**src/rtl/spi_pkg.sv**
```systemverilog
// rtl/spi_pkg.sv - shared types and helpers for the multi-CS SPI master
package spi_pkg;

    typedef enum logic [1:0] {
        ST_IDLE     = 2'd0,
        ST_LEAD     = 2'd1,
        ST_XFER     = 2'd2,
        ST_INACTIVE = 2'd3
    } spi_state_e;

    // Clock polarity is bit 1 of the SPI mode number.
    function automatic logic spi_cpol(input int mode);
        return (mode & 2) != 0;
    endfunction

    // Clock phase is bit 0 of the SPI mode number.
    function automatic logic spi_cpha(input int mode);
        return (mode & 1) != 0;
    endfunction

    // Bits needed to hold values 0..n-1, never less than one.
    function automatic int spi_width(input int n);
        return (n <= 2) ? 1 : $clog2(n);
    endfunction

endpackage

```
**src/rtl/spi_word_engine.sv**
```systemverilog
// rtl/spi_word_engine.sv - shifts one word in and out with SCLK generation
module spi_word_engine
    import spi_pkg::*;
#(
    parameter int SPI_MODE          = 0,
    parameter int CLKS_PER_HALF_BIT = 2,
    parameter int WORD_BITS         = 8,
    parameter int MSB_FIRST         = 1
) (
    input  logic                 i_clk,
    input  logic                 i_rst_n,
    input  logic                 i_start,
    input  logic                 i_clr,
    input  logic [WORD_BITS-1:0] i_tx_word,
    input  logic                 i_miso,
    output logic                 o_idle,
    output logic                 o_done,
    output logic [WORD_BITS-1:0] o_rx_word,
    output logic                 o_sclk,
    output logic                 o_mosi
);

    localparam logic          CPOL      = spi_cpol(SPI_MODE);
    localparam logic          CPHA      = spi_cpha(SPI_MODE);
    localparam int            HW        = spi_width(CLKS_PER_HALF_BIT);
    localparam int            EW        = spi_width(2 * WORD_BITS + 1);
    localparam logic [HW-1:0] HALF_LAST = HW'(CLKS_PER_HALF_BIT - 1);
    localparam logic [EW-1:0] EDGE_LAST = EW'(2 * WORD_BITS);
    localparam logic [EW-1:0] EDGE_PRE  = EW'(2 * WORD_BITS - 1);

    logic                 r_busy;
    logic                 r_done;
    logic [HW-1:0]        r_half_cnt;
    logic [EW-1:0]        r_edge_cnt;
    logic [WORD_BITS-1:0] r_tx_sr;
    logic [WORD_BITS-1:0] r_rx_sr;
    logic                 r_sclk;
    logic                 r_mosi;
    logic                 w_odd_edge;
    logic                 w_sample;
    logic                 w_shift;

    function automatic logic head_bit(input logic [WORD_BITS-1:0] w);
        return (MSB_FIRST != 0) ? w[WORD_BITS-1] : w[0];
    endfunction

    function automatic logic [WORD_BITS-1:0] drop_head(input logic [WORD_BITS-1:0] w);
        return (MSB_FIRST != 0) ? {w[WORD_BITS-2:0], 1'b0} : {1'b0, w[WORD_BITS-1:1]};
    endfunction

    // Classify the edge about to be produced: odd edges are 1,3,5...
    always_comb begin
        w_odd_edge = ~r_edge_cnt[0];
        w_sample   = CPHA ? ~w_odd_edge : w_odd_edge;
        w_shift    = CPHA ? w_odd_edge : (~w_odd_edge && (r_edge_cnt != EDGE_PRE));
    end

    // Half-period timer, edge counter and the two shift registers.
    always_ff @(posedge i_clk) begin
        if (!i_rst_n) begin
            r_busy     <= 1'b0;
            r_done     <= 1'b0;
            r_half_cnt <= '0;
            r_edge_cnt <= '0;
            r_tx_sr    <= '0;
            r_rx_sr    <= '0;
            r_sclk     <= CPOL;
            r_mosi     <= 1'b0;
        end else begin
            r_done <= 1'b0;
            if (r_busy) begin
                if (r_edge_cnt == EDGE_LAST) begin
                    r_busy <= 1'b0;
                    r_done <= 1'b1;
                end else if (r_half_cnt == HALF_LAST) begin
                    r_half_cnt <= '0;
                    r_sclk     <= ~r_sclk;
                    r_edge_cnt <= r_edge_cnt + 1'b1;
                    if (w_sample) begin
                        r_rx_sr <= (MSB_FIRST != 0) ? {r_rx_sr[WORD_BITS-2:0], i_miso}
                                                    : {i_miso, r_rx_sr[WORD_BITS-1:1]};
                    end
                    if (w_shift) begin
                        r_mosi  <= head_bit(r_tx_sr);
                        r_tx_sr <= drop_head(r_tx_sr);
                    end
                end else begin
                    r_half_cnt <= r_half_cnt + 1'b1;
                end
            end else if (i_start) begin
                r_busy     <= 1'b1;
                r_half_cnt <= '0;
                r_edge_cnt <= '0;
                r_sclk     <= CPOL;
                if (!CPHA) begin
                    r_mosi  <= head_bit(i_tx_word);
                    r_tx_sr <= drop_head(i_tx_word);
                end else begin
                    r_tx_sr <= i_tx_word;
                end
            end else if (i_clr) begin
                r_mosi <= 1'b0;
            end
        end
    end

    assign o_idle    = ~r_busy;
    assign o_done    = r_done;
    assign o_rx_word = r_rx_sr;
    assign o_sclk    = r_sclk;
    assign o_mosi    = r_mosi;

endmodule

```
**src/rtl/spi_master_multi_cs.sv**
```systemverilog
// rtl/spi_master_multi_cs.sv - burst SPI master with N chip selects
module spi_master_multi_cs
    import spi_pkg::*;
#(
    parameter int SPI_MODE          = 0,
    parameter int CLKS_PER_HALF_BIT = 2,
    parameter int WORD_BITS         = 8,
    parameter int MSB_FIRST         = 1,
    parameter int NUM_CS            = 2,
    parameter int MAX_WORDS_PER_CS  = 2,
    parameter int CS_LEAD_CLKS      = 1,
    parameter int CS_INACTIVE_CLKS  = 1,
    localparam int CW = spi_width(MAX_WORDS_PER_CS + 1),
    localparam int SW = spi_width(NUM_CS)
) (
    input  logic                 i_clk,
    input  logic                 i_rst_n,
    input  logic [CW-1:0]        i_TX_count,
    input  logic [SW-1:0]        i_TX_CS_sel,
    input  logic [WORD_BITS-1:0] i_TX_Word,
    input  logic                 i_TX_DV,
    output logic                 o_TX_Ready,
    output logic                 o_RX_DV,
    output logic [WORD_BITS-1:0] o_RX_Word,
    output logic [CW-1:0]        o_RX_count,
    output logic                 o_SPI_clk,
    input  logic                 i_SPI_MISO,
    output logic                 o_SPI_MOSI,
    output logic [NUM_CS-1:0]    o_SPI_CS_n
);

    localparam int TMR_MAX = (CS_LEAD_CLKS > CS_INACTIVE_CLKS) ? CS_LEAD_CLKS : CS_INACTIVE_CLKS;
    localparam int TW      = spi_width(TMR_MAX + 1);

    spi_state_e           r_state;
    spi_state_e           w_next_state;
    logic [TW-1:0]        r_tmr;
    logic [CW-1:0]        r_remaining;
    logic [CW-1:0]        r_rx_count;
    logic [SW-1:0]        r_sel;
    logic [WORD_BITS-1:0] r_first_word;
    logic                 w_tx_ready;
    logic                 w_accept;
    logic                 w_start;
    logic                 w_idle;
    logic                 w_done;
    logic                 w_sclk;
    logic                 w_mosi;
    logic [WORD_BITS-1:0] w_rx_word;
    logic [WORD_BITS-1:0] w_eng_word;
    logic [NUM_CS-1:0]    w_cs_n;

    // Handshake, engine start and next-state decode.
    always_comb begin
        w_next_state = r_state;
        w_start      = 1'b0;
        w_tx_ready   = (r_state == ST_IDLE) ||
                       ((r_state == ST_XFER) && w_idle && (r_remaining != '0));
        w_accept     = i_TX_DV && w_tx_ready;
        case (r_state)
            ST_IDLE: begin
                if (w_accept) w_next_state = ST_LEAD;
            end
            ST_LEAD: begin
                if (r_tmr == TW'(CS_LEAD_CLKS - 1)) begin
                    w_next_state = ST_XFER;
                    w_start      = 1'b1;
                end
            end
            ST_XFER: begin
                if (w_accept) begin
                    w_start = 1'b1;
                end else if (w_done && (r_remaining == '0)) begin
                    w_next_state = ST_INACTIVE;
                end
            end
            default: begin
                if (r_tmr == TW'(CS_INACTIVE_CLKS - 1)) w_next_state = ST_IDLE;
            end
        endcase
    end

    // State register.
    always_ff @(posedge i_clk) begin
        if (!i_rst_n) begin
            r_state <= ST_IDLE;
        end else begin
            r_state <= w_next_state;
        end
    end

    // Burst bookkeeping: phase timer, word counters and latched first word/select.
    always_ff @(posedge i_clk) begin
        if (!i_rst_n) begin
            r_tmr        <= '0;
            r_remaining  <= '0;
            r_rx_count   <= '0;
            r_sel        <= '0;
            r_first_word <= '0;
        end else begin
            if (r_state != w_next_state) begin
                r_tmr <= '0;
            end else if ((r_state == ST_LEAD) || (r_state == ST_INACTIVE)) begin
                r_tmr <= r_tmr + 1'b1;
            end
            if ((r_state == ST_IDLE) && w_accept) begin
                r_first_word <= i_TX_Word;
                r_sel        <= i_TX_CS_sel;
                r_remaining  <= (i_TX_count == '0) ? '0 : i_TX_count - 1'b1;
            end else if ((r_state == ST_XFER) && w_accept) begin
                r_remaining <= r_remaining - 1'b1;
            end
            if (w_done) begin
                r_rx_count <= r_rx_count + 1'b1;
            end else if ((r_state == ST_INACTIVE) && (w_next_state == ST_IDLE)) begin
                r_rx_count <= '0;
            end
        end
    end

    // Drive the selected CS low through LEAD and XFER; out-of-range selects drive none.
    always_comb begin
        w_cs_n = '1;
        for (int i = 0; i < NUM_CS; i++) begin
            if (((r_state == ST_LEAD) || (r_state == ST_XFER)) && (SW'(i) == r_sel)) begin
                w_cs_n[i] = 1'b0;
            end
        end
    end

    assign w_eng_word = (r_state == ST_XFER) ? i_TX_Word : r_first_word;

    spi_word_engine #(
        .SPI_MODE          (SPI_MODE),
        .CLKS_PER_HALF_BIT (CLKS_PER_HALF_BIT),
        .WORD_BITS         (WORD_BITS),
        .MSB_FIRST         (MSB_FIRST)
    ) u_engine (
        .i_clk     (i_clk),
        .i_rst_n   (i_rst_n),
        .i_start   (w_start),
        .i_clr     (r_state == ST_IDLE),
        .i_tx_word (w_eng_word),
        .i_miso    (i_SPI_MISO),
        .o_idle    (w_idle),
        .o_done    (w_done),
        .o_rx_word (w_rx_word),
        .o_sclk    (w_sclk),
        .o_mosi    (w_mosi)
    );

    assign o_TX_Ready = w_tx_ready;
    assign o_RX_DV    = w_done;
    assign o_RX_Word  = w_rx_word;
    assign o_RX_count = r_rx_count;
    assign o_SPI_clk  = w_sclk;
    assign o_SPI_MOSI = (r_state == ST_IDLE) ? 1'b0 : w_mosi;
    assign o_SPI_CS_n = w_cs_n;

endmodule

```
**config.mk**
```make
export PLATFORM = sky130hd
export DESIGN_NAME = spi_master_multi_cs
export DESIGN_NICKNAME = d
export VERILOG_FILES = /design/src/rtl/spi_pkg.sv /design/src/rtl/spi_word_engine.sv /design/src/rtl/spi_master_multi_cs.sv
export SDC_FILE = /design/constraint.sdc
export NUM_CORES = 1
export LEC_CHECK = 0
export ABC_AREA = 1
export BUFFER_PORTS_ARGS = -buffer_cell sky130_fd_sc_hd__buf_2
export CAP_MARGIN = 25
export CORE_MARGIN = 3
export CORE_UTILIZATION = 30
export CTS_BUF_LIST = sky130_fd_sc_hd__clkbuf_4 sky130_fd_sc_hd__clkbuf_8
export DETAILED_ROUTE_END_ITERATION = 12
export PLACE_DENSITY_LB_ADDON = 0.2
export RECOVER_POWER = 100
export SLEW_MARGIN = 10
export SYNTH_ARGS = -nofsm -noshare
export SYNTH_HDL_FRONTEND = slang
export SYNTH_HIERARCHICAL = 1
export SYNTH_SLANG_ARGS = --single-unit
```
**constraint.sdc**
```tcl
create_clock -name i_clk -period 2.9 [get_ports i_clk]
set_clock_uncertainty 0.2 [all_clocks]
set_input_delay 0.145 -clock i_clk [delete_from_list [all_inputs] [get_ports i_clk]]
set_output_delay 0.145 -clock i_clk [all_outputs]
set_load 0.02 [all_outputs]
```
==> summary.txt <==
Post-synth top area share = 36.59%
Worst r2r src = r_state[0]$_SDFF_PN0_
Fin worst setup slack = 0.5022 ns
Initial Util = 31.96%
Tcrit/Tclk final = 82.68%
Setup Slack @ Placement = 0.7054 ns
DIE WIDTH = 92.48 um
Yosys cell types = 30
ANT nets after route = 0
DRC = 0
Sequential fraction of the synthesis area = 36.59%
Worst reg2reg endpoint = u_engine/r_tx_sr[2]$_SDFFE_PN0P_
Synth Warn # = 6
# IOs = 31
Tmin final = 2.398 ns
All-layer global routing usage = 12.10%
Worst setup SP type = register
Slew HR = 56.80%
Slew at the pin with the worst max-slew slack = 0.6464 ns
First-pass GRT wire length = 8397 um
DP HPWL = 3489 um
Area contributors post-synth = dfxtp_1, nand2_1, nor2_1
Die ar. = 8552 um2
CP endpoint kind = register
Number of synthesized flops with an enable pin = 0
Hold path start = i_rst_n
H-tree levels = 2
CP top delay family = simple AND/OR/NAND/NOR gates
Kind of critical path = reg2reg
Synth Register Bits = 41
Pin count of the biggest net entering global routing = 24
1st-pass router iterations = 4
Setup TNS Final = 0 ns
WP data required = 2.93 ns
Drt wl/cell = 10.70 um
Most frequent cells after synthesis = nand2_1, nor2_1, inv_1
Hold Path Depth = 3
CP Cell Sequence = inv_1 > ha_1 > nand3_4 > nand2_4 > nand2_4 > nor2_1 > o21a_1 > inv_1 > nand2_1 > nand2_1 > nor2_4 > nor2_1 > nor2_1
Hold Path End = u_engine/r_tx_sr[4]$_SDFFE_PN0P_
Post-synth ARST share = 0%
Worst skew pair latency = 0.30 ns
Core ar. = 7019 um2
R2R depth = 13
Number of global-route vias before repair = 1806
Die height = 92.48 um
Total setup buffers inserted after CTS = 0
Post-Synthesis Cell Area = 2243 um2
DR iter-0 viols = 82
Register clock-pin slew on the reported worst setup and hold paths = 0.09 ns
TritonCTS buffer count = 5
Static leakage = 0.001139 uW
Vias = 2114
Max-slew violation count = 0
I/O Buffers = 30
Avg Inst Size Synth = 6.861 um2
Setup-failing EPs final = 0
Antenna cells = 0
Clock Sinks = 41
Primary FF master, synth = dfxtp_1
Final Hold Vio Count = 0
Gate Count Post-Synth = 327
Worst path slowest cell = dfxtp_1
DRT Wirelength = 4966 um
Initial antenna violation count = 0
RSZ-0062 raised after global routing = no
Syn_nets = 351
CTS max path bufs = 2
Worst path max stage delay = 0.37 ns
Most numerous cell in the Yosys netlist = nand2_1
Crit path buf inv count = 2
Layout cells sized above 1 = 10.05%
Hold slack = 0.08553 ns
CP most frequent cell = nor2_1
Row Count = 30
Worst-path fanout max = 8
Maxcap violations = 0
Outcome = finished, final reports clean
Area Growth Syn to Fin = 17.85%
Design Power = 2153 uW
Total grt overflow = 0
Pwr dens = 814.4 nW/um2
Nets = 391
# fillers = 776
Routability Congestion = 0.7482
Synth area leader = dfxtp_1
Via/cell ratio = 4.556
Arrival time worst endpoint = 2.43 ns
Worst ir drop on vdd = 221.8 uV
CTS tree = built
F_max = 0.4171 GHz
CTS Root Cell = clkbuf_8
Path category of the worst min-delay check = in2reg
R2R setup slack = 0.50 ns
==> metal layers <==
| layer | up-vias | global-route usage (%) | wire (um) |
|---|---|---|---|
| li1 | 1116 | - | - |
| met1 | 953 | 16.72 | 2507 |
| met2 | 40 | 18.37 | 2133 |
| met3 | 5 | 2.924 | 266 |
| met4 | 0 | 4.084 | 58 |
| met5 | - | 0 | 0 |
==> through the flow <==
step                instances  instance area (um2)  utilization, %
global route              464                 2644           37.66
CTS                       464                 2690           38.32
finish                    464                 2644           37.66
floorplan                 327                 2243               -
detailed placement        445                 2460           35.04
global placement          445                 2460           35.04
==> cells in the final DEF (no fill, tap or decap), types with 3 or more instances in the layout <==
cell	instances
nand2_1	66
nor2_1	49
inv_1	46
dfxtp_1	41
a21oi_1	34
o21ai_0	21
nand3_1	17
clkbuf_1	16
buf_2	14
dlygate4sd3_1	11
ha_1	9
nand4_1	7
clkbuf_8	6
o21ai_1	4
nand2_2	4
buf_4	3
==> flip-flops by register name, summed over array words and instances (netlist names), 2 cells and up <==
| name | count |
|---|---|
| r_first_word | 8 |
| u_engine/r_edge_cnt | 5 |
| r_state | 2 |
| u_engine/r_tx_sr | 7 |
| o_RX_count | 2 |
| r_remaining | 2 |
| u_engine/o_rx_word | 8 |
==> report_power, final <==
part           switching, uW  internal, uW
Clock                    206           280
Combinational            605           321
Sequential              61.3           680
Total                    873          1280
==> tightest hold or removal path, delay by kind of cell <==
kind / cells / cell delay, ns
buffers and inverters: 1 / 0.25
AND/OR/NAND/NOR: 2 / 0.15
==> worst max path at each step <==
stage / start / endpoint / slack [ns] / depth (start not counted)
2_1_floorplan: r_state[0]$_SDFF_PN0_ / u_engine/r_tx_sr[1]$_SDFFE_PN0P_ / 0.86 / 14
3_3_place_gp: r_state[0]$_SDFF_PN0_ / u_engine/r_edge_cnt[2]$_SDFFE_PN0P_ / 0.74 / 13
3_5_place_dp: r_state[0]$_SDFF_PN0_ / u_engine/r_edge_cnt[2]$_SDFFE_PN0P_ / 0.71 / 13
4_1_cts: r_state[0]$_SDFF_PN0_ / u_engine/r_edge_cnt[2]$_SDFFE_PN0P_ / 0.69 / 13
5_1_grt: r_state[0]$_SDFF_PN0_ / u_engine/r_tx_sr[3]$_SDFFE_PN0P_ / 0.27 / 13
6_report: r_state[0]$_SDFF_PN0_ / u_engine/r_tx_sr[2]$_SDFFE_PN0P_ / 0.50 / 13
==> cell families after synthesis <==
group | after synthesis | synth area share [%]
adder cells (fa/ha/maj) | 9 | 5.020
AND/OR/NAND/NOR | 152 | 31.23
buffers and inverters | 59 | 11.43
AO/OA/AOI/OAI | 66 | 15.73
flip-flops | 41 | 36.59
==> repair_timing <==
item,4_1_cts,5_1_grt
endpoints found under the hold margin,11,0
resized for setup,0,0
hold buffers,11,0
==> final cells by class <==
class	count	area (um2)	share of cell area [%]
inverter	48	180.2	6.815
multi-input combinational	227	1140	43.11
clock buffer	6	82.58	3.124
timing repair buffer	44	262.8	9.938
clock inverter	2	37.54	1.420
sequential	41	820.8	31.05
tap	96	120.1	4.543
No activity file was read; power rests on OpenSTA's default activity.
